[src/rtl/decoder_scan_n_if.sv]
// Control/observation bundle for decoder_scan_n: drive-side inputs and registered line outputs.
interface decoder_scan_n_if #(parameter int SEL_W = 2);
  logic                  en;
  logic                  mode;
  logic                  dir;
  logic [SEL_W-1:0]      sel;
  logic [(1<<SEL_W)-1:0] o;
  logic [SEL_W-1:0]      idx;
  logic                  wrap;

  modport master (output en, mode, dir, sel, input o, idx, wrap);
  modport slave  (input en, mode, dir, sel, output o, idx, wrap);
endinterface

[src/rtl/decoder_scan_n.sv]
// Registered N-to-2^N line decoder with enable, selectable polarity and an
// autonomous rotating scan mode.
module decoder_scan_n #(
  parameter int SEL_W      = 2,
  parameter int SCAN_DIV   = 4,
  parameter int ACTIVE_LOW = 0
) (
  input logic           clk,
  input logic           rst_n,
  decoder_scan_n_if.slave bus
);
  localparam int NL    = 1 << SEL_W;
  localparam int DIV_W = (SCAN_DIV > 1) ? $clog2(SCAN_DIV) : 1;
  localparam logic             INACT   = (ACTIVE_LOW != 0);
  localparam logic [DIV_W-1:0] DIV_MAX = DIV_W'(SCAN_DIV - 1);
  localparam logic [SEL_W-1:0] IDX_MAX = '1;

  typedef enum logic [1:0] {IDLE, DECODE, SCAN} state_t;

  state_t           state_q;
  logic [DIV_W-1:0] div_q;
  logic [SEL_W-1:0] idx_q;
  logic [SEL_W-1:0] idx_step;
  logic [NL-1:0]    o_q;
  logic             wrap_q;

  function automatic logic [NL-1:0] line(input logic [SEL_W-1:0] s);
    logic [NL-1:0] l;
    l    = {NL{INACT}};
    l[s] = ~INACT;
    return l;
  endfunction

  // Direction is sampled at the step itself, so a mid-scan dir change takes
  // effect on the next step without disturbing the divider.
  assign idx_step = bus.dir ? idx_q - SEL_W'(1) : idx_q + SEL_W'(1);

  always_ff @(posedge clk) begin
    if (!rst_n) begin
      state_q <= IDLE;
      div_q   <= '0;
      idx_q   <= '0;
      o_q     <= {NL{INACT}};
      wrap_q  <= 1'b0;
    end else if (!bus.en) begin
      state_q <= IDLE;
      div_q   <= '0;
      o_q     <= {NL{INACT}};
      wrap_q  <= 1'b0;
    end else if (!bus.mode) begin
      state_q <= DECODE;
      div_q   <= '0;
      idx_q   <= bus.sel;
      o_q     <= line(bus.sel);
      wrap_q  <= 1'b0;
    end else begin
      state_q <= SCAN;
      if (state_q != SCAN) begin
        div_q  <= '0;
        idx_q  <= bus.sel;
        o_q    <= line(bus.sel);
        wrap_q <= 1'b0;
      end else if (div_q == DIV_MAX) begin
        div_q  <= '0;
        idx_q  <= idx_step;
        o_q    <= line(idx_step);
        wrap_q <= bus.dir ? (idx_q == '0) : (idx_q == IDX_MAX);
      end else begin
        div_q  <= div_q + DIV_W'(1);
        wrap_q <= 1'b0;
      end
    end
  end

  assign bus.o    = o_q;
  assign bus.idx  = idx_q;
  assign bus.wrap = wrap_q;
endmodule

[src/flat_wrapper.sv]
// flat-port wrapper written by rule: the top's interface ports become plain ports
module decoder_scan_n_flat 
#(
  parameter int SEL_W      = 2,
  parameter int SCAN_DIV   = 4,
  parameter int ACTIVE_LOW = 0
)
  (clk, rst_n, bus_en, bus_mode, bus_dir, bus_sel, bus_o, bus_idx, bus_wrap);
  decoder_scan_n_if #(.SEL_W(SEL_W)) bus_i ();
  input logic clk;
  input logic rst_n;
  input wire logic [$bits(bus_i.en)-1:0] bus_en;
  input wire logic [$bits(bus_i.mode)-1:0] bus_mode;
  input wire logic [$bits(bus_i.dir)-1:0] bus_dir;
  input wire logic [$bits(bus_i.sel)-1:0] bus_sel;
  output wire logic [$bits(bus_i.o)-1:0] bus_o;
  output wire logic [$bits(bus_i.idx)-1:0] bus_idx;
  output wire logic [$bits(bus_i.wrap)-1:0] bus_wrap;
  assign bus_i.en = bus_en;
  assign bus_i.mode = bus_mode;
  assign bus_i.dir = bus_dir;
  assign bus_i.sel = bus_sel;
  assign bus_o = bus_i.o;
  assign bus_idx = bus_i.idx;
  assign bus_wrap = bus_i.wrap;
  decoder_scan_n #(.SEL_W(SEL_W), .SCAN_DIV(SCAN_DIV), .ACTIVE_LOW(ACTIVE_LOW)) u_core (.clk(clk), .rst_n(rst_n), .bus(bus_i));
endmodule
[config.mk]
export PLATFORM = sky130hd
export DESIGN_NAME = decoder_scan_n_flat
export DESIGN_NICKNAME = d
export VERILOG_FILES = /design/src/rtl/decoder_scan_n_if.sv /design/src/rtl/decoder_scan_n.sv /design/src/flat_wrapper.sv
export SDC_FILE = /design/constraint.sdc
export NUM_CORES = 1
export LEC_CHECK = 0
export ABC_CLOCK_PERIOD_IN_PS = 1700
export BUFFER_PORTS_ARGS = -buffer_cell sky130_fd_sc_hd__buf_2
export CORE_MARGIN = 4
export CORE_UTILIZATION = 35
export DETAILED_ROUTE_END_ITERATION = 6
export GPL_TIMING_DRIVEN = 0
export SLEW_MARGIN = 15
export SYNTH_ARGS = -nofsm -noshare
export SYNTH_HDL_FRONTEND = slang
export SYNTH_SLANG_ARGS = --single-unit
[constraint.sdc]
create_clock -name clk -period 1.7 [get_ports clk]
set_clock_uncertainty 0.05 [all_clocks]
set_input_delay 0.17 -clock clk [delete_from_list [all_inputs] [get_ports clk]]
set_output_delay 0.17 -clock clk [all_outputs]
set_load 0.03 [all_outputs]
==> qor.txt <==
PostCTS Resize Cnt - 0
Final Cycle Share - 0.908
Area Overhead vs Synth - 19.6%
Die W - 48.2 um
antenna violations before repair - 0
io pins - 14
hold slack - 0.0585 ns
area fraction in compound gates after synthesis - 0.0949
number of flops mapped to enable cells by yosys - 0
DR WL/cell - 12.0 um
drt total wl - 1120 um
CORE AREA - 1520 um^2
Yosys top cell area share - 0.389
post-synthesis sequential area ratio - 0.389
Hold Path Class - in -> reg
mux cell area share after synthesis - 0.0971
total die area - 2330 um^2
gp weighted congestion - 0.720
Worst path slowest cell - dfxtp_1
die height - 48.2 um
predominant post-synthesis flop cell - dfxtp_1
relative slew slack - 0.823
CTS tree - done
via count - 476
clk_lat worst skew - 0.27 ns
startpoint type of the worst setup path - register
Async SR Flop Fraction - 0
vias per std cell - 5.12
# fillers - 163
Detailed Route Iter0 Violations - 12
largest net degree at the start of global routing - 10
worst-path fanout max - 5
met2 wire length - 533 um
Post-Synth Adder-Cell Area - 0.110
hold depth - 2
Worst EP arrival - 1.64 ns
Clock Path Buffers - 2
Peak Freq - 648 MHz
largest family of logic cells by synthesized area - simple AND/OR/NAND/NOR gates
Netlist cell types - 26
crit-path max cell delay - 0.41 ns
RSZ-0062 raised after global routing - false
Syn Inst Count - 60
commonest non-fill, non-tap cell in the layout - buf_2
syn_nets - 72
detailed placement HPWL - 854 um
post-route ant nets - 0
clock sinks - 11
largest cells by area after synthesis - dfxtp_1 (39%), ha_1 (11%), mux2_1 (7.9%)
CTS Hold Bufs - 0
setup violators final - 0
CTS root buf - clkbuf_4
total grt overflow - 0
Fin. Hold Viols - 0
commonest cells after routing, fill and taps aside - buf_2 (14), dfxtp_1 (11), nand2_1 (6), inv_1 (5), ha_1 (5)
Clock Pin Slew Worst Setup and Hold Paths - 0.07 ns
Tot GR Track Use - 0.122
Setup CP Type - reg -> reg
worst path required time - 1.80 ns
met1 WL - 496 um
CP endpoint kind - register
initial core utilization - 0.372
setup TNS - 0 ns
synthesized area per cell - 9.45 um^2
post-synthesis xor/xnor area fraction - 0.0155
PD cells - 769 nW/um^2
Post-Synth Simple-Gate Area - 0.232
DRC - 0
Leakage - 0.000338 uW
Max Used Layer - met4
max-cap violations - 0
Warnings, synthesis - 0
Slew @ Worst Pin - 0.263 ns
setup bufs post-CTS - 0
minimum clock period - 1.54 ns
CP Cell Sequence - xor2_1 > inv_1 > ha_1 > mux2_1 > nand2_1 > a21oi_1
multi-input logic area - 312 um^2
drt pass-1 iters - 4
antenna diode count - 0
first-pass GRT wire length - 1900 um
H-tree Lvls - 1
IO Port Bufs - 13
Reg area - 220 um^2
Max VDD drop - 0.000595 V
layout cells sized above 1 - 0.247
# rows - 14
Final #Nets - 90
WL met3 - 75 um
status - complete, no violations
Num CTS Buffers - 3
Cell Area, Synth - 567 um^2
post-synth top area cell - dfxtp_1
number of max-slew violations in the final report - 0
#FFs+latches synth - 11
vias in the first global route - 443
Reg2Reg Depth - 6
-- logic make-up after synthesis --
family,Yosys count
AO/OA/AOI/OAI,9
AND/OR/NAND/NOR,22
adder cells (fa/ha/maj),5
XOR/XNOR,1
buffers and inverters,7
flip-flops,11
multiplexers,5
-- report_power, final --
| group | internal, uW | switching [uW] | leakage [uW] |
|---|---|---|---|
| combinational | 27.9 | 43.6 | 0.000234 |
| sequential | 265 | 6.53 | 0.0000896 |
| clock | 90.8 | 87.5 | 0.0000150 |
-- per-stage QoR --
stage	cell area [um^2]	instances	power (uW)	worst slack, ns	util
after floorplan	567	60	322	0.0969	-
after global placement	652	89	349	0.185	0.428
after detailed placement	652	89	350	0.158	0.428
after CTS	678	93	532	0.140	0.445
after global routing	678	93	556	0.00143	0.445
final	678	93	522	0.157	0.445
-- synth_stat cells, types with 2 or more instances --
library cell / number
mux2_1: 4
dfxtp_1: 11
nand2_1: 6
and3b_1: 2
inv_1: 5
nand3_1: 2
nor2_1: 2
a21oi_1: 4
ha_1: 5
nand3b_1: 3
-- final timing paths --
| check | start | endpoint | slack (ns) |
|---|---|---|---|
| setup / recovery | u_core.bus.idx[1] | u_core.bus.o[1] | 0.16 |
| hold / removal | bus_mode | u_core.state_q[0] | 0.06 |
| setup reg to reg | u_core.bus.idx[1] | u_core.bus.o[1] | 0.16 |
| hold reg to reg | u_core.div_q[0] | u_core.div_q[0] | 0.38 |
-- layer usage --
layer  vias up  track usage
li1        247            -
met1       216        0.153
met2        11        0.182
met3         2       0.0554
met4         0       0.0484
met5         -            0
-- registers in the layout (all words and copies together) (netlist names) --
signal	cells
u_core.bus.o	4
u_core.bus.idx	2
u_core.div_q	2
u_core.state_q	2
u_core.bus.wrap	1
-- cell type report --
cell class	instances	area share
Sequential cell	11	0.325
Multi-Input combinational cell	42	0.459
Timing Repair Buffer	13	0.0959
Clock buffer	4	0.0387
Buffer	2	0.0240
Inverter	5	0.0277
Tap cell	16	0.0295
-- worst max-delay path: cells and delay by family, from the launching register on --
family,cells,cell delay [ns]
buf+inv,1,0.10
xor+xnor,1,0.26
simple gates,1,0.07
fa+ha+maj,1,0.19
flops,1,0.41
compound gates,1,0.06
mux,1,0.29
(Power assumes the default switching activity.)
